[src/rtl/instruction_fetch_unit_if.sv]
// Fetch-stage bus: instruction-memory request/response plus the decode handshake.
// Decode handshake: an entry transfers on every rising edge where if_valid && if_ready;
// if_valid never depends on if_ready, and the head stays stable until it is accepted or flushed.
interface instruction_fetch_unit_if #(
  parameter int addr_bits = 8
);
  logic                 imem_read_enable;
  logic [addr_bits-1:0] imem_address;
  logic [31:0]          imem_data;
  logic                 branch_taken;
  logic [31:0]          branch_target;
  logic                 if_valid;
  logic                 if_ready;
  logic [31:0]          if_instruction;
  logic [31:0]          if_pc;

  modport master (
    output imem_read_enable,
    output imem_address,
    input  imem_data,
    input  branch_taken,
    input  branch_target,
    output if_valid,
    input  if_ready,
    output if_instruction,
    output if_pc
  );

  modport slave (
    input  imem_read_enable,
    input  imem_address,
    output imem_data,
    output branch_taken,
    output branch_target,
    input  if_valid,
    output if_ready,
    input  if_instruction,
    input  if_pc
  );
endinterface

[src/rtl/instruction_fetch_unit.sv]
// RISC-V fetch stage: owns the PC, issues synchronous-read requests, buffers returning
// words in a 2-entry FIFO and hands {pc, instruction} to decode; branch redirect flushes.
module instruction_fetch_unit #(
  parameter int          memory_size         = 1024,
  parameter int          memory_address_bits = $clog2(memory_size),
  parameter logic [31:0] reset_pc            = 32'h0000_0000
) (
  input  logic                     clk,
  input  logic                     rst_n,
  instruction_fetch_unit_if.master bus,
  output logic [1:0]               state_dbg
);

  typedef enum logic [1:0] {
    ST_IDLE     = 2'd0,
    ST_RUN      = 2'd1,
    ST_FULL     = 2'd2,
    ST_REDIRECT = 2'd3
  } state_e;

  state_e           state_q, state_d;
  logic [31:0]      pc_q, pc_d;
  logic             pending_q, pending_d;
  logic [31:0]      pending_pc_q, pending_pc_d;
  logic [1:0][31:0] buf_pc_q, buf_pc_d;
  logic [1:0][31:0] buf_instr_q, buf_instr_d;
  logic             head_q, head_d;
  logic             tail_q, tail_d;
  logic [1:0]       count_q, count_d;

  logic             pop;
  logic             push;
  logic             issue_allowed;
  logic             issue;
  logic [2:0]       occupancy;
  logic             unused_target_bits;

  assign unused_target_bits = ^bus.branch_target[1:0];

  // ---------------- FSM: state register ----------------
  always_ff @(posedge clk or negedge rst_n) begin
    if (!rst_n) begin
      state_q <= ST_IDLE;
    end else begin
      state_q <= state_d;
    end
  end

  // ---------------- FSM: next state ----------------
  always_comb begin
    state_d = state_q;
    if (bus.branch_taken) begin
      state_d = ST_REDIRECT;
    end else begin
      case (state_q)
        ST_IDLE:     state_d = ST_RUN;
        ST_RUN:      if (count_q == 2'd2 && !bus.if_ready) state_d = ST_FULL;
        ST_FULL:     if (pop) state_d = ST_RUN;
        ST_REDIRECT: state_d = ST_RUN;
        default:     state_d = ST_IDLE;
      endcase
    end
  end

  // ---------------- FSM: outputs ----------------
  always_comb begin
    issue_allowed = 1'b0;
    case (state_q)
      ST_RUN, ST_REDIRECT: issue_allowed = 1'b1;
      default:             issue_allowed = 1'b0;
    endcase
  end

  assign state_dbg = state_q;

  // ---------------- handshake and issue decisions ----------------
  assign pop  = (count_q != 2'd0) && bus.if_ready;
  assign push = pending_q && !bus.branch_taken;

  // Counting the in-flight word as occupied means returning data always has a free slot.
  assign occupancy = {1'b0, count_q} + {2'b00, pending_q} - {2'b00, pop};
  assign issue     = issue_allowed && !bus.branch_taken && (occupancy < 3'd2);

  // ---------------- datapath next state ----------------
  always_comb begin
    pc_d         = pc_q;
    pending_d    = pending_q;
    pending_pc_d = pending_pc_q;
    buf_pc_d     = buf_pc_q;
    buf_instr_d  = buf_instr_q;
    head_d       = head_q;
    tail_d       = tail_q;
    count_d      = count_q;

    if (bus.branch_taken) begin
      // Flush wins: buffered entries and the word returning next cycle are dropped.
      pc_d      = {bus.branch_target[31:2], 2'b00};
      pending_d = 1'b0;
      head_d    = 1'b0;
      tail_d    = 1'b0;
      count_d   = 2'd0;
    end else begin
      if (push) begin
        buf_pc_d[tail_q]    = pending_pc_q;
        buf_instr_d[tail_q] = bus.imem_data;
        tail_d              = ~tail_q;
      end
      if (pop) begin
        head_d = ~head_q;
      end
      count_d   = count_q + {1'b0, push} - {1'b0, pop};
      pending_d = issue;
      if (issue) begin
        pending_pc_d = pc_q;
        pc_d         = pc_q + 32'd4;
      end
    end
  end

  // ---------------- datapath registers ----------------
  always_ff @(posedge clk or negedge rst_n) begin
    if (!rst_n) begin
      pc_q         <= reset_pc;
      pending_q    <= 1'b0;
      pending_pc_q <= 32'd0;
      buf_pc_q     <= '0;
      buf_instr_q  <= '0;
      head_q       <= 1'b0;
      tail_q       <= 1'b0;
      count_q      <= 2'd0;
    end else begin
      pc_q         <= pc_d;
      pending_q    <= pending_d;
      pending_pc_q <= pending_pc_d;
      buf_pc_q     <= buf_pc_d;
      buf_instr_q  <= buf_instr_d;
      head_q       <= head_d;
      tail_q       <= tail_d;
      count_q      <= count_d;
    end
  end

  // ---------------- outputs ----------------
  assign bus.imem_read_enable = issue;
  assign bus.imem_address     = pc_q[memory_address_bits-1:2];
  assign bus.if_valid         = (count_q != 2'd0);
  assign bus.if_pc            = buf_pc_q[head_q];
  assign bus.if_instruction   = buf_instr_q[head_q];

endmodule

[src/flat_wrapper.sv]
// flat-port wrapper written by rule: the top's interface ports become plain ports
module instruction_fetch_unit_flat 
#(
  parameter int          memory_size         = 1024,
  parameter int          memory_address_bits = $clog2(memory_size),
  parameter logic [31:0] reset_pc            = 32'h0000_0000
)
  (clk, rst_n, state_dbg, bus_imem_read_enable, bus_imem_address, bus_imem_data, bus_branch_taken, bus_branch_target, bus_if_valid, bus_if_ready, bus_if_instruction, bus_if_pc);
  instruction_fetch_unit_if #(.addr_bits(8)) bus_i ();
  input  logic clk;
  input  logic rst_n;
  output logic [1:0] state_dbg;
  output wire logic [$bits(bus_i.imem_read_enable)-1:0] bus_imem_read_enable;
  output wire logic [$bits(bus_i.imem_address)-1:0] bus_imem_address;
  input wire logic [$bits(bus_i.imem_data)-1:0] bus_imem_data;
  input wire logic [$bits(bus_i.branch_taken)-1:0] bus_branch_taken;
  input wire logic [$bits(bus_i.branch_target)-1:0] bus_branch_target;
  output wire logic [$bits(bus_i.if_valid)-1:0] bus_if_valid;
  input wire logic [$bits(bus_i.if_ready)-1:0] bus_if_ready;
  output wire logic [$bits(bus_i.if_instruction)-1:0] bus_if_instruction;
  output wire logic [$bits(bus_i.if_pc)-1:0] bus_if_pc;
  assign bus_imem_read_enable = bus_i.imem_read_enable;
  assign bus_imem_address = bus_i.imem_address;
  assign bus_i.imem_data = bus_imem_data;
  assign bus_i.branch_taken = bus_branch_taken;
  assign bus_i.branch_target = bus_branch_target;
  assign bus_if_valid = bus_i.if_valid;
  assign bus_i.if_ready = bus_if_ready;
  assign bus_if_instruction = bus_i.if_instruction;
  assign bus_if_pc = bus_i.if_pc;
  instruction_fetch_unit #(.memory_size(memory_size), .memory_address_bits(memory_address_bits), .reset_pc(reset_pc)) u_core (.clk(clk), .rst_n(rst_n), .bus(bus_i), .state_dbg(state_dbg));
endmodule
[config.mk]
export PLATFORM = sky130hd
export DESIGN_NAME = instruction_fetch_unit_flat
export DESIGN_NICKNAME = d
export VERILOG_FILES = /design/src/rtl/instruction_fetch_unit_if.sv /design/src/rtl/instruction_fetch_unit.sv /design/src/flat_wrapper.sv
export SDC_FILE = /design/constraint.sdc
export NUM_CORES = 1
export LEC_CHECK = 0
export CAP_MARGIN = 40
export CELL_PAD_IN_SITES_DETAIL_PLACEMENT = 1
export CELL_PAD_IN_SITES_GLOBAL_PLACEMENT = 2
export CORE_ASPECT_RATIO = 1.75
export CORE_MARGIN = 4
export CORE_UTILIZATION = 32
export CTS_BUF_LIST = sky130_fd_sc_hd__clkbuf_4
export DETAILED_ROUTE_END_ITERATION = 10
export PLACE_DENSITY_LB_ADDON = 0.08
export SYNTH_ARGS = -nofsm -noshare
export SYNTH_HDL_FRONTEND = slang
export SYNTH_SLANG_ARGS = --single-unit
[constraint.sdc]
create_clock -name clk -period 3.2 [get_ports clk]
set_input_delay 0.64 -clock clk [delete_from_list [all_inputs] [get_ports clk]]
set_output_delay 0.64 -clock clk [all_outputs]
set_load 0.1 [all_outputs]
==> results of run 1 <==
stage by stage:
stage / instances / hold slack, ns / utilization / TNS [ns] / setup WS (ns)
4_1_cts: 1200 / 0.005010 / 0.4041 / -0.4113 / -0.1484
5_1_grt: 1202 / 0.02522 / 0.4059 / -0.4696 / -0.1834
3_3_place_gp: 1155 / 0.4770 / 0.3877 / -2.626 / -0.2050
2_1_floorplan: 719 / 0.3444 / - / 0 / 0.03278
6_report: 1202 / 0.05327 / 0.4059 / -0.04286 / -0.04286
3_5_place_dp: 1155 / 0.4889 / 0.3877 / -4.016 / -0.2441
routing by layer:
layer / wire length [um] / part of all wire
met4: 337 / 0.014
met3: 765 / 0.033
met5: 0 / 0
met2: 13140 / 0.56
met1: 9237 / 0.39
kinds of logic after synthesis:
| logic type | count (synthesis) | share of synthesized area |
|---|---|---|
| simple gates | 206 | 0.1121 |
| flops | 191 | 0.5482 |
| mux | 187 | 0.2414 |
| compound gates | 61 | 0.05052 |
| buf+inv | 61 | 0.03373 |
| xor+xnor | 7 | 0.007032 |
| fa+ha+maj | 4 | 0.006602 |
| other cells | 1 | 0.0004301 |
worst max path at each step:
stage	from	end	cells after the start
6_report	u_core.count_q[1]$_DFF_PN0_	bus_imem_read_enable	8
5_1_grt	u_core.count_q[1]$_DFF_PN0_	bus_imem_read_enable	8
4_1_cts	u_core.count_q[1]$_DFF_PN0_	bus_imem_read_enable	8
3_5_place_dp	bus_if_ready	u_core.pc_q[24]$_DFFE_PN0P_	10
3_3_place_gp	bus_if_ready	u_core.pc_q[24]$_DFFE_PN0P_	10
2_1_floorplan	u_core.count_q[1]$_DFF_PN0_	bus_imem_read_enable	9
layout by cell type, fill, tap and decap left out, types with 2 or more instances in the layout:
master | Yosys | layout
nor2b_1 | 3 | 2
dfrtp_2 | 0 | 2
inv_1 | 10 | 10
buf_12 | 0 | 6
nor2_1 | 21 | 19
nand2_1 | 127 | 124
mux2_2 | 186 | 186
nor4_1 | 5 | 5
conb_1 | 1 | 2
dfrtp_1 | 191 | 189
buf_6 | 0 | 2
nand2b_1 | 2 | 2
or4_1 | 2 | 2
o21ai_0 | 14 | 14
bufinv_16 | 0 | 4
a221o_1 | 7 | 7
nand4_1 | 14 | 14
a21oi_1 | 7 | 5
nor3_2 | 2 | 2
or3_1 | 3 | 3
nor3_1 | 4 | 4
o311ai_1 | 2 | 3
buf_4 | 11 | 103
inv_6 | 0 | 2
nand3_1 | 10 | 10
clkinv_2 | 1 | 2
nand3b_1 | 2 | 2
o311ai_0 | 8 | 7
ha_1 | 3 | 3
clkdlybuf4s50_1 | 0 | 63
a22oi_1 | 3 | 3
clkbuf_4 | 0 | 18
o211ai_1 | 11 | 11
a31oi_1 | 2 | 2
a31o_2 | 2 | 2
xnor2_1 | 3 | 3
xor2_1 | 4 | 4
clkinvlp_4 | 0 | 5
nand2_2 | 1 | 4
sequential cells by signal, summed over array words and instances (netlist names):
name / flops
u_core.pc_q: 30
u_core.count_q: 2
u_core.head_q: 1
u_core.pending_q: 1
u_core.pending_pc_q: 30
u_core.buf_pc_q: 60
u_core.state_dbg: 2
u_core.buf_instr_q: 64
u_core.tail_q: 1
final cells by class:
class	instances	area, sq um
repair buffers	176	1569
clock buffers	18	135.1
multi-input cells	467	3696
well taps	324	405.4
fillers	2860	15860
diodes	1	2.502
flip-flops and latches	191	4782
inverters	11	53.80
clock inverters	14	188.9
what timing repair did:
item                                    CTS  global route
endpoints found under the setup margin    1             7
gates resized for setup                   6            10
setup buffers                            13             3
pin swaps                                 4             4
==> impl_metrics.env, run 1 <==
export IMPL_synth_common_cells="191 x dfrtp_1, 186 x mux2_2, 127 x nand2_1"
export IMPL_top_usage_layer="met2"
export IMPL_synthesis_area_sq_um=8718
export IMPL_vias=6083
export IMPL_met1_usage=0.1817
export IMPL_slew_viol_final=0
export IMPL_via_per_inst=5.061
export IMPL_wl_um=23480
export IMPL_drv_cap=0
export IMPL_async_flop_share=1.000
export IMPL_drive_above_1_share=0.4025
export IMPL_grt_pass1_vias=7016
export IMPL_antenna_found_initial=1
export IMPL_ys_warn_count=0
export IMPL_clock_sinks=191
export IMPL_layout_nets=936
export IMPL_rows=79
export IMPL_slew_headroom=0.5463
export IMPL_rsz0062_at_grt="true"
export IMPL_placed_area_sq_um=10350
export IMPL_first_pass_iters=4
export IMPL_path_max_fanout=2
export IMPL_synth_area_top_cells="dfrtp_1 55%, mux2_2 24%, nand2_1 5.5%"
export IMPL_synth_edff_count=0
export IMPL_clock_latency_ns=0.60
export IMPL_met2_usage=0.3064
export IMPL_fp_dieW_um=132.8
export IMPL_critPathKind="flop to output port"
export IMPL_reg2regPathDepth=18
export IMPL_grt_overflow_total=0
export IMPL_clk_pin_slew_ns=0.16
export IMPL_dieArea_sq_um=30050
export IMPL_grt_usage=0.1625
export IMPL_synth_seq_cells=191
export IMPL_reg2reg_to="u_core.pc_q[11]$_DFFE_PN0P_"
export IMPL_worst_path_buf_inv=2
export IMPL_finalHoldViolCount=0
export IMPL_syn2layout_area_growth_pct=24.25
export IMPL_ys_types=51
export IMPL_hpwl_um=16330
export IMPL_initial_utilization=0.3267
export IMPL_ant_nets=0
export IMPL_worst_r2r_setup_slack_ns=0.04
export IMPL_crit_required_ns=2.56
export IMPL_critPathMaxStageDelay_ns=0.49
export IMPL_end_kind="output port"
export IMPL_synthCells=718
export IMPL_worst_slew_pin_slew_ns=0.6805
export IMPL_dieHeight_um=226.4
export IMPL_post_route_period_util=1.013
export IMPL_cts_made_buffers=17
export IMPL_cts_hold_buf=0
export IMPL_wl_per_cell_um=19.53
export IMPL_max_freq_ghz=0.3084
export IMPL_skew_ns=0.01458
export IMPL_crit_reg2reg_launch="u_core.count_q[1]$_DFF_PN0_"
export IMPL_worst_path_max_delay_cell="fa_1"
export IMPL_cts_htree_levels=4
export IMPL_grt_util_met3=0.03552
export IMPL_period_needed_ns=3.243
export IMPL_synth_top_cell_by_area="dfrtp_1"
export IMPL_violations="negative setup slack"
export IMPL_cp_common_cell="nand2_2"
export IMPL_ios=144
export IMPL_ys_seq_area_frac=0.5482
export IMPL_arrival_ns=2.60
export IMPL_outcome="finished with violations"
export IMPL_cts_tree="done"
export IMPL_gp_congestion=0.7734
export IMPL_postLayoutSetupSlackWorst_ns=-0.04286
export IMPL_cts_root_buf="clkbuf_4"
export IMPL_setup_violations=1
export IMPL_drc=0
export IMPL_core_area_sq_um=26690
export IMPL_path_cells="or2_4, nand2_2, nor2_2, fa_1, nand2_2, or3_4, clkinv_8, buf_12"
export IMPL_clockBufferDepth=2
export IMPL_hold_class="primary input to async pin"
export IMPL_startpoint_type="flop"
export IMPL_synth_flop_cell="dfrtp_1"
export IMPL_drt_iter0_drc=155
export IMPL_synth_most_common_cell="dfrtp_1"
export IMPL_grt_pass1_wl_um=38480
export IMPL_syn_mean_instance_area_sq_um=12.14
export IMPL_cp_top_family="simple AND/OR/NAND/NOR gates"
export IMPL_io_buffer_count=139
export IMPL_synth_top_area_share=0.5482
export IMPL_fin_area_sq_um=10830
export IMPL_grt_max_degree=78
Power of run 1 is not shown: default switching activity piles up to over one toggle a cycle in this logic, so the estimate is an artifact.
==> run 2, diff against run 1 <==
--- a/config.mk
+++ b/config.mk
@@ -10,7 +10,7 @@
 export CELL_PAD_IN_SITES_GLOBAL_PLACEMENT = 2
 export CORE_ASPECT_RATIO = 1.75
 export CORE_MARGIN = 4
-export CORE_UTILIZATION = 32
+export CORE_UTILIZATION = 37
 export CTS_BUF_LIST = sky130_fd_sc_hd__clkbuf_4
 export DETAILED_ROUTE_END_ITERATION = 10
 export PLACE_DENSITY_LB_ADDON = 0.08
==> run 2 against run 1 <==
Net effect: the flow still finishes with violations (negative setup slack); clock skew is 0.0055 ns higher; setup slack worse by 0.040 ns; die area is 13% lower; sequential cell count stayed put; first-iteration DRC count is 79% higher; global-route usage is 1.8 points higher; hold slack worse by 0.014 ns; non-clock buffer count is 8 higher; clock-buffer cell count stayed put; sequential share of layout area is 0.36 points lower; critical endpoint unchanged.
==> impl_metrics.env, run 2 (synthesis results as in run 1) <==
export IMPL_grt_pass1_wl_um=36660
export IMPL_finalHoldViolCount=0
export IMPL_vias=6152
export IMPL_io_buffer_count=139
export IMPL_outcome="finished with violations"
export IMPL_rows=74
export IMPL_worst_slew_pin_slew_ns=0.7569
export IMPL_path_max_fanout=2
export IMPL_grt_pass1_vias=6986
export IMPL_cts_hold_buf=0
export IMPL_drc=0
export IMPL_path_cells="or2_4, nand2_4, nor2_4, fa_2, nand2_2, or3_4, clkinv_8, buf_12"
export IMPL_slew_headroom=0.4935
export IMPL_largest_reg_flops=64
export IMPL_wl_um=22530
export IMPL_grt_overflow_total=0
export IMPL_fill_cells=2481
export IMPL_dp_cells=1144
export IMPL_top_regs="u_core.buf_instr_q (64), u_core.buf_pc_q (60)"
export IMPL_clk_pin_slew_ns=0.15
export IMPL_via_per_inst=5.170
export IMPL_drv_cap=0
export IMPL_arrival_ns=2.64
export IMPL_grt_max_degree=67
export IMPL_syn2layout_area_growth_pct=25.30
export IMPL_worst_path_buf_inv=2
export IMPL_clockBufferDepth=2
export IMPL_hold_slack_ns=0.03960
export IMPL_dieArea_sq_um=26180
export IMPL_fp_dieW_um=124.0
export IMPL_first_pass_iters=4
export IMPL_initial_utilization=0.3751
export IMPL_cts_made_buffers=17
export IMPL_drive_above_1_share=0.4102
export IMPL_cp_depth=8
export IMPL_clock_sinks=191
export IMPL_final_cell_mix="188 x dfrtp_1, 186 x mux2_2, 124 x nand2_1"
export IMPL_regMostFlops="u_core.buf_instr_q"
export IMPL_end_kind="output port"
export IMPL_hold_class="primary input to async pin"
export IMPL_final_common_cell="dfrtp_1"
export IMPL_drt_iter0_drc=278
export IMPL_skew_ns=0.02010
export IMPL_hpwl_um=16220
export IMPL_cts_tree="done"
export IMPL_dieHeight_um=211.1
export IMPL_instances_no_fill=1190
export IMPL_cts_root_buf="clkbuf_4"
export IMPL_worst_path_max_delay_cell="fa_2"
export IMPL_antenna_found_initial=1
export IMPL_cts_htree_levels=4
export IMPL_critPathKind="flop to output port"
export IMPL_violations="negative setup slack"
export IMPL_grt_usage=0.1804
export IMPL_post_route_period_util=1.026
export IMPL_gp_congestion=0.8253
export IMPL_startpoint_type="flop"
export IMPL_multi_input_area_sq_um=3704
export IMPL_critPathMaxStageDelay_ns=0.57
export IMPL_cp_top_family="simple AND/OR/NAND/NOR gates"
export IMPL_period_needed_ns=3.283
export IMPL_reg2regPathDepth=16
export IMPL_crit_required_ns=2.56
export IMPL_slew_viol_final=0
export IMPL_ios=144
export IMPL_max_freq_ghz=0.3046
export IMPL_wl_per_cell_um=18.93
export IMPL_layout_nets=944
export IMPL_core_area_sq_um=23240
export IMPL_fin_util=0.4701
export IMPL_postLayoutSetupSlackWorst_ns=-0.08320
export IMPL_setup_violations=1
export IMPL_ant_nets=0
export IMPL_clock_latency_ns=0.59
export IMPL_rsz0062_at_grt="true"
export IMPL_ff_latch_area_sq_um=4783
==> run 2: layout make-up <==
| class | instances | share of cell area |
|---|---|---|
| Tap cell | 304 | 0.03482 |
| Clock inverter | 14 | 0.01741 |
| Antenna cell | 1 | 0.0002291 |
| Multi-Input combinational cell | 467 | 0.3390 |
| Sequential cell | 191 | 0.4379 |
| Inverter | 11 | 0.004925 |
| Timing Repair Buffer | 184 | 0.1534 |
| Clock buffer | 18 | 0.01237 |
==> run 2: worst paths after layout <==
| kind | from | to | slack [ns] |
|---|---|---|---|
| max reg2reg | u_core.count_q[1]$_DFF_PN0_ | u_core.pc_q[11]$_DFFE_PN0P_ | 0.18 |
| max | u_core.count_q[1]$_DFF_PN0_ | bus_imem_read_enable | -0.08 |
| min in group clk | u_core.pending_pc_q[26]$_DFFE_PN0P_ | u_core.pending_pc_q[26]$_DFFE_PN0P_ | 0.52 |
| min reg2reg | u_core.pending_pc_q[26]$_DFFE_PN0P_ | u_core.pending_pc_q[26]$_DFFE_PN0P_ | 0.52 |
| max in group asynchronous | rst_n | u_core.pending_pc_q[20]$_DFFE_PN0P_ | 2.38 |
| min | rst_n | u_core.buf_instr_q[24]$_DFFE_PN0P_ | 0.04 |
==> run 2: worst register-to-register path, stage by stage (launching register included) <==
cell and delay (ns):
dfrtp_2 0.43, or2_4 0.27, nand2_4 0.08, nor2_4 0.04, fa_2 0.57, nand2_2 0.06
buf_4 0.13, buf_4 0.12, buf_4 0.12, buf_4 0.12, buf_4 0.12, buf_4 0.12
buf_4 0.13, nor2_4 0.09, buf_6 0.13, a21oi_2 0.06, a221o_1 0.33
==> run 2: metal layers <==
layer  wire (um)  GRT usage
met1        8649     0.1984
met2       12630     0.3435
met3         978    0.03671
met4         271    0.04879
met5           0          0
==> run 2: per-stage QoR <==
step / setup TNS (ns) / setup WS (ns) / cell area (sq um)
2_1_floorplan: 0 / 0.03278 / 8731
5_1_grt: -0.2138 / -0.2138 / 10920
4_1_cts: -0.08025 / -0.06233 / 10890
3_3_place_gp: -3.015 / -0.2570 / 10440
3_5_place_dp: -4.391 / -0.3345 / 10440
6_report: -0.08320 / -0.08320 / 10920
==> run 2: timing repair <==
| action | 4_1_cts | 5_1_grt |
|---|---|---|
| gates resized for setup | 6 | 11 |
| setup buffers | 14 | 3 |
| endpoints found under the setup margin | 1 | 7 |
| pin swaps | 4 | 7 |
Power of run 2 is left out for the same reason.
==> run 3, diff against run 2 <==
--- a/config.mk
+++ b/config.mk
@@ -13,6 +13,7 @@
 export CORE_UTILIZATION = 37
 export CTS_BUF_LIST = sky130_fd_sc_hd__clkbuf_4
 export DETAILED_ROUTE_END_ITERATION = 10
+export GPL_TIMING_DRIVEN = 1
 export PLACE_DENSITY_LB_ADDON = 0.08
 export SYNTH_ARGS = -nofsm -noshare
 export SYNTH_HDL_FRONTEND = slang
==> results of run 3 <==
Final layout, timing and power as in run 2 (identical DEF).
Power of run 3 is left out for the same reason.
